File: src/rtl/pwm_duty_capture.sv
// pwm_duty_capture
// Measures an asynchronous PWM input and recovers its period and high-time.
// Both are counted in clk cycles between consecutive synchronized rising edges.
// The recovered values are presented together with a one-cycle valid strobe.
// A missing rising edge for the full counter range raises a sticky err_stuck flag.
module pwm_duty_capture #(
    parameter int DUTY_W     = 6,
    parameter int PER_W      = 8,
    parameter int NOM_PERIOD = 64
) (
    input  logic              clk,
    input  logic              rst,
    input  logic              pwm_in,
    input  logic              enable,
    output logic [DUTY_W-1:0] duty_out,
    output logic [PER_W-1:0]  period_out,
    output logic              valid,
    output logic              err_period,
    output logic              err_stuck
);

    typedef enum logic [1:0] {
        IDLE    = 2'd0,
        ARM     = 2'd1,
        MEASURE = 2'd2
    } state_t;

    localparam logic [PER_W-1:0] CNT_MAX   = '1;
    localparam logic [PER_W-1:0] DUTY_SAT  = PER_W'((1 << DUTY_W) - 1);
    localparam logic [PER_W-1:0] NOM_CNT   = PER_W'(NOM_PERIOD);
    localparam logic [PER_W-1:0] CNT_ONE   = PER_W'(1);

    // Synchronizer and history flops
    logic s1_q, s2_q, s3_q;
    logic rise;

    state_t             state_q, state_d;
    logic [PER_W-1:0]   per_cnt_q, per_cnt_d;
    logic [PER_W-1:0]   hi_cnt_q, hi_cnt_d;
    logic [DUTY_W-1:0]  duty_q, duty_d;
    logic [PER_W-1:0]   period_q, period_d;
    logic               valid_q, valid_d;
    logic               err_period_q, err_period_d;
    logic               err_stuck_q, err_stuck_d;

    // Two-flop synchronizer on the asynchronous input, plus one history flop for edge detection
    always_ff @(posedge clk or posedge rst) begin
        if (rst) begin
            s1_q <= 1'b0;
            s2_q <= 1'b0;
            s3_q <= 1'b0;
        end else begin
            s1_q <= pwm_in;
            s2_q <= s1_q;
            s3_q <= s2_q;
        end
    end

    assign rise = s2_q & ~s3_q;

    // State, counter and output registers
    always_ff @(posedge clk or posedge rst) begin
        if (rst) begin
            state_q      <= IDLE;
            per_cnt_q    <= '0;
            hi_cnt_q     <= '0;
            duty_q       <= '0;
            period_q     <= '0;
            valid_q      <= 1'b0;
            err_period_q <= 1'b0;
            err_stuck_q  <= 1'b0;
        end else begin
            state_q      <= state_d;
            per_cnt_q    <= per_cnt_d;
            hi_cnt_q     <= hi_cnt_d;
            duty_q       <= duty_d;
            period_q     <= period_d;
            valid_q      <= valid_d;
            err_period_q <= err_period_d;
            err_stuck_q  <= err_stuck_d;
        end
    end

    // Next-state logic: arm on the first edge, then capture on every later edge or time out
    always_comb begin
        state_d      = state_q;
        per_cnt_d    = per_cnt_q;
        hi_cnt_d     = hi_cnt_q;
        duty_d       = duty_q;
        period_d     = period_q;
        valid_d      = 1'b0;
        err_period_d = err_period_q;
        err_stuck_d  = err_stuck_q;

        if (!enable) begin
            // Disabling abandons the measurement in progress but keeps the last results
            state_d   = IDLE;
            per_cnt_d = '0;
            hi_cnt_d  = '0;
        end else begin
            case (state_q)
                IDLE: begin
                    per_cnt_d = '0;
                    hi_cnt_d  = '0;
                    state_d   = ARM;
                end
                ARM: begin
                    // The partial period before the first edge is unknown, so it is not reported
                    if (rise) begin
                        per_cnt_d = CNT_ONE;
                        hi_cnt_d  = CNT_ONE;
                        state_d   = MEASURE;
                    end
                end
                MEASURE: begin
                    if (rise) begin
                        // An edge takes priority over a timeout in the same cycle
                        period_d     = per_cnt_q;
                        duty_d       = (hi_cnt_q > DUTY_SAT) ? '1 : hi_cnt_q[DUTY_W-1:0];
                        err_period_d = (per_cnt_q != NOM_CNT);
                        err_stuck_d  = 1'b0;
                        valid_d      = 1'b1;
                        per_cnt_d    = CNT_ONE;
                        hi_cnt_d     = CNT_ONE;
                    end else if (per_cnt_q == CNT_MAX) begin
                        // A constant input level produces no edges and ends up here
                        err_stuck_d = 1'b1;
                        per_cnt_d   = '0;
                        hi_cnt_d    = '0;
                        state_d     = ARM;
                    end else begin
                        per_cnt_d = per_cnt_q + CNT_ONE;
                        if (s2_q && (hi_cnt_q != CNT_MAX)) begin
                            hi_cnt_d = hi_cnt_q + CNT_ONE;
                        end
                    end
                end
                default: begin
                    state_d   = IDLE;
                    per_cnt_d = '0;
                    hi_cnt_d  = '0;
                end
            endcase
        end
    end

    assign duty_out   = duty_q;
    assign period_out = period_q;
    assign valid      = valid_q;
    assign err_period = err_period_q;
    assign err_stuck  = err_stuck_q;

endmodule

File: config.mk
export PLATFORM = sky130hd
export DESIGN_NAME = pwm_duty_capture
export DESIGN_NICKNAME = d
export VERILOG_FILES = /design/src/rtl/pwm_duty_capture.sv
export SDC_FILE = /design/constraint.sdc
export NUM_CORES = 1
export LEC_CHECK = 0
export CORE_MARGIN = 1
export CORE_UTILIZATION = 59
export DETAILED_ROUTE_END_ITERATION = 8
export PLACE_DENSITY = 0.83
export SLEW_MARGIN = 20
export SYNTH_ARGS = -nofsm -noshare
export SYNTH_HDL_FRONTEND = slang
export SYNTH_SLANG_ARGS = --single-unit
File: constraint.sdc
create_clock -name clk -period 2.95 [get_ports clk]
set_input_delay 0.295 -clock clk [delete_from_list [all_inputs] [get_ports clk]]
set_output_delay 0.295 -clock clk [all_outputs]
set_load 0.05 [all_outputs]
## Word level (Yosys, flattened, before mapping)

Cells that the tools add are included.
Widths: inputs -> output; s select.

| storage, ports and cells | value |
|---|---|
| register bits after elaboration | 38 |
| memory bits (read-only) | 0 |
| bits in latches | 0 |
| memories | 0 |
| bits in writable memories | 0 |

| operators by class | value |
|---|---|
| $lt $le $gt $ge | 1 |
| divide/modulo/power cells | 0 |
| reduce and logical (&&, ||, !) cells | 7 |
| shifts and indexed selects | 0 |
| bitwise logic cells | 2 |
| eq/ne operators | 9 |
| multiplexer cells | 21 |
| multipliers | 0 |
| $add $sub $neg | 2 |

Operator list:

| cell | number |
|---|---|
| $mux 8 | 8 |
| $pmux 8 s2 | 2 |
| $add 8x1->8 const B | 2 |
| $ne 3x3->1 const B | 3 |
| $reduce_and 3->1 | 3 |
| $eq 8x8->1 const B | 1 |
| $gt 8x6->1 const B | 1 |
| $mux 2 | 4 |
| $ne 8x7->1 const B | 1 |
| $ne 8x8->1 const B | 1 |
| $mux 6 | 1 |
| $pmux 2 s3 | 1 |
| $mux 1 | 5 |
| $ne 5x5->1 const B | 1 |
| $eq 2x1->1 const B | 1 |
| $eq 2x2->1 const B | 1 |
| $logic_not 2->1 | 1 |
| $reduce_and 2->1 | 1 |
| $reduce_bool 2->1 | 1 |
| $and 1x1->1 | 1 |
| $logic_and 1x1->1 | 1 |
| $not 1->1 | 1 |

## Logic depth before layout (Yosys ltp)

Gate-level depths: netlist (run 1).

| logic depth | value |
|---|---|
| depth after elaboration | 7 |
| gate-level depth with buffers | 7 |
| depth with buffers taken out | 6 |

## Least setup slack after synthesis (run 1)

No wires, ideal clock.

| timing | value |
|---|---|
| path kind | register -> register |
| start | register per_cnt_q[0] |
| end | register hi_cnt_q[0] |
| setup slack | 1096 ps |
| setup time | 125 ps |
| arrival time | 1729 ps |
| clock period less this slack | 1854 ps |
| path buffers | 1 |
| data required time | 2825 ps |
| stages on the path, launching flop included | 7 |
| path through | dfrtp_1 -> ha_1 -> and4_1 -> buf_6 -> a211oi_4 -> a21oi_4 -> mux2_4 |

| between the ends | value |
|---|---|
| word-level cells in the longest chain between the ends | 5 |

RTL lines:

| what | line | text |
|---|---|---|
| start, declared | 38 | `logic [PER_W-1:0] per_cnt_q, per_cnt_d;` |
| start signal, assigned | 74 | `per_cnt_q <= per_cnt_d;` |
| $eq 8x8->1 (*) | 125 | `end else if (per_cnt_q == CNT_MAX) begin` |
| $mux 8 | 125 |  |
| $mux 8 | 116 | `if (rise) begin` |
| $pmux 8 s2 | 101 | `case (state_q)` |
| $mux 8 | 95 | `if (!enable) begin` |
| end signal, assigned | 75 | `hi_cnt_q <= hi_cnt_d;` |
| end, declared | 39 | `logic [PER_W-1:0] hi_cnt_q, hi_cnt_d;` |

Mark *: on every way between the ends. The rest lies on a longest branch, timed or not.
A chain may end at the register's enable or synchronous reset.

## Final worst setup path (run 1)

Ends and elaborated chain as after synthesis.

==> results.json, run 1 <==
{
  "grt.total_usage": 0.2500,
  "die-area_um2": 3446,
  "ant_nets": 0,
  "placementRows": 20,
  "drive_above_1_share": 0.09217,
  "tightest_slew_ns": 0.7773,
  "swShare": 0.2729,
  "synth_nets": 204,
  "wl_met3_um": 226,
  "power_density_nw_per_um2": 427.3,
  "die_h_um": 58.70,
  "drt_first_pass_iters": 4,
  "maxCapViolCount": 0,
  "met2_wirelength_um": 1754,
  "worst_clock_skew_ns": 0.006258,
  "placedCellCount": 253,
  "hold_path.class": "in2async",
  "synthCells": 195,
  "arrival_ns": 2.49,
  "viasPerCell": 5.900,
  "post_drt_wl_per_cell_um": 14.36,
  "chipWidth_um": 58.70,
  "antenna_found_initial": 0,
  "p_leak_nw": 0.9178,
  "diodes": 0,
  "port_buffers": 20,
  "ys_ff_latch": 38,
  "grt_pass1_vias": 1393,
  "holdWs_ns": 0.3706,
  "synth_edf_count": 0,
  "synth_area_per_cell_um2": 9.727,
  "combPwrFrac": 0.112,
  "p_seq_frac": 0.577,
  "fmax_mhz": 444.2,
  "post-cts-setup-buffers": 0,
  "fin_cells": 261,
  "first_iter_violations": 101,
  "period_needed_ns": 2.251,
  "final_nets": 225,
  "synthDistinctLibCells": 40,
  "synth-async-reset-ratio": 1.000,
  "syn-cell-area_um2": 1897,
  "area_delta_synth_final_pct": 15.30,
  "route.detailed.drc": 0,
  "power.net_switching_mw": 0.2550,
  "dr_total_vias": 1540,
  "clk_pin_slew_worst_paths_ns": 0.12,
  "gp_congestion": 0.8868,
  "critPathLaunchType": "flip-flop",
  "grt-ovfl-total": 0,
  "synthFlopType": "dfrtp_1",
  "synth_warnings": 0,
  "worstSetupPathType": "reg2reg",
  "grt_max_degree": 30,
  "num_io_pins": 21,
  "internal_power_mw": 0.6795,
  "cts_htree_levels": 2,
  "cts_buffers": 5,
  "top_layer": "met4",
  "clk_latency_ns": 0.35,
  "yosysSeqAreaShare": 0.5013,
  "crit_path_max_fanout": 15,
  "root_buffer": "clkbuf_4",
  "endpoint_kind": "flip-flop",
  "cts_buffer_depth": 2,
  "holdBufCountCts": 0,
  "finalMaxSlewViolations": 0,
  "design_area_um2": 2187,
  "rsz0062_at_grt": "no",
  "cts_tree": "built",
  "hold_viol": 0,
  "cts-resized-gates": 0,
  "clock-sinks": 38,
  "place_hpwl_um": 2734,
  "grt_first_pass_wirelength_um": 6334,
  "dpl_cell_area_um2": 2123,
  "clkPwrFrac": 0.311,
  "slew_headroom": 0.4812,
  "fin_crit_sh": 0.7631,
  "status": "finished, final reports clean",
  "met1Wirelength_um": 1711,
  "start_util": 0.6213,
  "ir_worst_vdd_mv": 0.3713,
  "wirelength_um": 3749,
  "cp.required_ns": 3.19,
  "tns_ns": 0,
  "coreArea_um2": 3053,
  "finalSetupViolations": 0
}
-- flip-flops by register name, summed over array words and instances (netlist names) --
register    count
hi_cnt_q        8
per_cnt_q       8
err_stuck       1
s3_q            1
err_period      1
duty_out        6
state_q         2
s1_q            1
valid           1
s2_q            1
period_out      8
-- power groups by stage --
stage	Sequential (mW)	Combinational (mW)	Clock (mW)
global placement	0.549	0.101	0
detailed placement	0.549	0.105	0
global route	0.541	0.116	0.315
floorplan	0.561	0.0644	0
finish	0.539	0.105	0.290
CTS	0.539	0.105	0.302
-- area by class of cell --
cell class,instances,area [µm²]
flip-flops and latches,38,950.9
fillers,249,865.8
clock inverters,2,12.51
multi-input cells,132,834.6
repair buffers,23,222.7
clock buffers,6,51.30
inverters,16,60.06
well taps,44,55.05
-- logic make-up after synthesis --
| family | share of synthesized area |
|---|---|
| flip-flops | 0.5013 |
| buffers and inverters | 0.05870 |
| AO/OA/AOI/OAI | 0.1933 |
| AND/OR/NAND/NOR | 0.1781 |
| adder cells (fa/ha/maj) | 0.03298 |
| multiplexers | 0.03562 |
-- metal layers --
metal	vias to the layer above	GRT usage
met1	726	0.3485
met5	-	0
li1	743	-
met4	0	0.1020
met3	6	0.05934
met2	65	0.3793
-- cells in the final DEF, fill, tap and decap left out, drive strengths merged, types with 3 or more instances in the layout --
| master | netlist | routed |
|---|---|---|
| dfrtp | 38 | 38 |
| nand2 | 23 | 23 |
| o21ai | 20 | 20 |
| clkdlybuf4s50 | 0 | 20 |
| inv | 16 | 16 |
| a31oi | 14 | 14 |
| nand3 | 12 | 12 |
| nor2 | 10 | 10 |
| a41oi | 6 | 6 |
| clkbuf | 4 | 6 |
| and3 | 5 | 5 |
| ha | 5 | 5 |
| mux2i | 3 | 3 |
| nand4 | 3 | 3 |
| buf | 5 | 3 |
| a21oi | 3 | 3 |
| mux2 | 3 | 3 |
-- Yosys cell counts, types with 3 or more instances --
cell / number / area, µm²
mux2i_1: 3 / 30.03
a41oi_1: 6 / 52.55
nor2_1: 10 / 37.54
nand3_1: 12 / 60.06
o21ai_0: 20 / 100.1
inv_1: 16 / 60.06
nand2_1: 23 / 86.33
ha_1: 5 / 62.56
a31oi_1: 14 / 87.58
dfrtp_1: 38 / 950.9
and3_1: 5 / 31.28
nand4_1: 3 / 18.77
clkbuf_1: 4 / 15.01
-- per-stage QoR --
step / utilization / total power, mW / setup slack (ns)
2_1_floorplan: - / 0.6252 / 1.096
3_3_place_gp: 0.6955 / 0.6496 / 0.7990
3_5_place_dp: 0.6955 / 0.6542 / 0.7370
4_1_cts: 0.7164 / 0.9461 / 0.7221
5_1_grt: 0.7164 / 0.9722 / 0.5979
6_report: 0.7164 / 0.9345 / 0.6990
-- path summary, 6_finish.rpt --
kind,from,to,slack (ns),depth (start not counted)
worst max-delay path,per_cnt_q[0],hi_cnt_q[0],0.70,5
worst min-delay path,rst,hi_cnt_q[1],0.37,2
worst max register to register,per_cnt_q[0],hi_cnt_q[0],0.70,5
worst min register to register,s1_q,s2_q,0.38,0
max in group asynchronous,rst,valid,1.86,3
min in group clk,pwm_in,s1_q,0.37,1
-- critical path: stages, from the launching register on --
cell      delay [ns]
dfrtp_1         0.43
ha_1            0.25
and4_1          0.29
a211oi_4        0.64
a21oi_4         0.20
mux2_4          0.34
No activity file was read; power rests on OpenSTA's default activity.
==> run 2: changes to the inputs <==
- CORE_UTILIZATION: 59 -> 50
- PLACE_DENSITY: 0.83 -> 0.75
- clock period: 2.95 -> 1.9 ns (I/O delays scaled with it)
==> run 2 against run 1 <==
Routed wire length is 3.9% higher; core utilization is 9.3 points lower; clock skew is 0.0018 ns lower; sequential power is 55% higher; design area is 4.4% higher; cell count is 4.6% higher; critical endpoint is now hi_cnt_q[5]; largest cell class unchanged.
==> results.json, run 2 (synthesis results as in run 1) <==
{
  "status": "finished, final reports clean",
  "cts_htree_levels": 2,
  "mostFrequentLayoutCell": "dfrtp_1",
  "power_density_nw_per_um2": 666.7,
  "final_nets": 234,
  "holdBufCountCts": 0,
  "rsz0062_at_grt": "no",
  "grt.total_usage": 0.2158,
  "design_area_um2": 2283,
  "critPathLaunchType": "flip-flop",
  "clk_pin_slew_worst_paths_ns": 0.07,
  "fin_crit_sh": 0.9284,
  "root_buffer": "clkbuf_8",
  "endpoint_kind": "flip-flop",
  "grt-ovfl-total": 0,
  "hold_viol": 0,
  "drive_above_1_share": 0.1289,
  "die-area_um2": 4044,
  "r2r_slack_ns": 0.14,
  "fmax_mhz": 566.9,
  "finalMaxSlewViolations": 0,
  "grt_pass1_vias": 1521,
  "maxCapViolCount": 0,
  "drt_first_pass_iters": 4,
  "rr_worst_depth": 7,
  "ir_worst_vdd_mv": 0.4341,
  "dr_total_vias": 1561,
  "slew_headroom": 0.6669,
  "tightest_slew_ns": 0.4982,
  "route.detailed.drc": 0,
  "arrival_ns": 1.97,
  "coreArea_um2": 3661,
  "dpl_cell_area_um2": 2196,
  "gp_congestion": 0.8980,
  "cts_tree": "built",
  "p_leak_nw": 0.9664,
  "worst_clock_skew_ns": 0.004454,
  "first_iter_violations": 77,
  "cp.required_ns": 2.10,
  "placedCellCount": 266,
  "ant_nets": 0,
  "diodes": 0,
  "placementRows": 22,
  "start_util": 0.5181,
  "final_cell_mix": "38 x dfrtp_1, 22 x nand2_1, 20 x o21ai_0, 20 x clkdlybuf4s50_1, 16 x inv_1",
  "finalSetupViolations": 0,
  "antenna_found_initial": 0,
  "num_io_pins": 21,
  "cts_buffer_depth": 2,
  "post_drt_wl_per_cell_um": 14.26,
  "reg2reg_from": "state_q[0]",
  "worstSetupPathType": "reg2reg",
  "port_buffers": 20,
  "crit_path_max_fanout": 12,
  "chipWidth_um": 63.59,
  "area_delta_synth_final_pct": 20.38,
  "viasPerCell": 5.718,
  "clock-sinks": 38,
  "hold_path.class": "in2async",
  "grt_max_degree": 39,
  "die_h_um": 63.59,
  "grt_first_pass_wirelength_um": 6672,
  "period_needed_ns": 1.764,
  "fin_cells": 273,
  "place_hpwl_um": 2822,
  "clk_latency_ns": 0.29,
  "wirelength_um": 3894,
  "tns_ns": 0,
  "n_fill_cell": 307,
  "r2r_end": "hi_cnt_q[5]",
  "finish.utilization": 0.6237,
  "cts_buffers": 5,
  "crit_start": "state_q[0]"
}
run 2: cell count changes in the layout (fill, tap and decap cells not counted):
cell,before,now
ha_2,0,1
and4_1,1,0
ha_1,5,4
buf_4,3,11
clkbuf_4,5,0
nand2_1,23,22
nand2_2,0,1
clkinvlp_4,1,0
buf_6,0,1
clkbuf_8,1,5
clkbuf_1,0,2
and4_4,0,1
clkinv_2,1,0
run 2: final cells by class:
type | instances | area, µm² | area share
timing repair buffer | 32 | 294.0 | 0.1288
clock buffer | 7 | 76.32 | 0.03342
sequential | 38 | 950.9 | 0.4164
multi-input combinational | 132 | 842.1 | 0.3688
tap | 48 | 60.06 | 0.02630
inverter | 16 | 60.06 | 0.02630
run 2: repair_timing:
item | in CTS | in global routing
resized for setup | 0 | 5
setup endpoints to repair | 0 | 8
setup buffers | 0 | 0
run 2: routing by layer:
metal,wire length (µm),part of all wire,up-vias,GRT usage
met4,41,0.011,0,0.06818
met1,1721,0.44,741,0.2626
li1,-,-,765,-
met3,212,0.054,5,0.05978
met5,0,0,-,0
met2,1918,0.49,50,0.3670
run 2: power breakdown:
group	leakage, nW	internal [mW]	switching (mW)
clock	0.0383	0.253	0.262
sequential	0.522	0.825	0.0111
combinational	0.406	0.0595	0.113
total	0.966	1.14	0.386
run 2: worst max-delay path by stage:
stage / end / slack [ns]
floorplan: hi_cnt_q[0] / 0.05
global placement: hi_cnt_q[7] / 0.18
detailed placement: hi_cnt_q[5] / 0.11
CTS: hi_cnt_q[5] / 0.09
global route: hi_cnt_q[5] / 0.01
finish: hi_cnt_q[5] / 0.14
run 2: metrics by stage:
stage	total power [mW]	setup slack [ns]	hold slack [ns]
6_report	1.522	0.1361	0.3125
2_1_floorplan	0.9706	0.04649	0.2214
4_1_cts	1.536	0.09248	0.3318
3_5_place_dp	1.022	0.1147	0.3395
5_1_grt	1.591	0.01337	0.3450
3_3_place_gp	1.017	0.1842	0.3371
run 2: worst max-delay path, cell delays in order (launching register included):
cell,delay [ns]
dfrtp_1,0.41
inv_1,0.07
ha_1,0.24
inv_1,0.12
nor4_2,0.27
buf_4,0.24
a41oi_1,0.14
a31oi_1,0.18
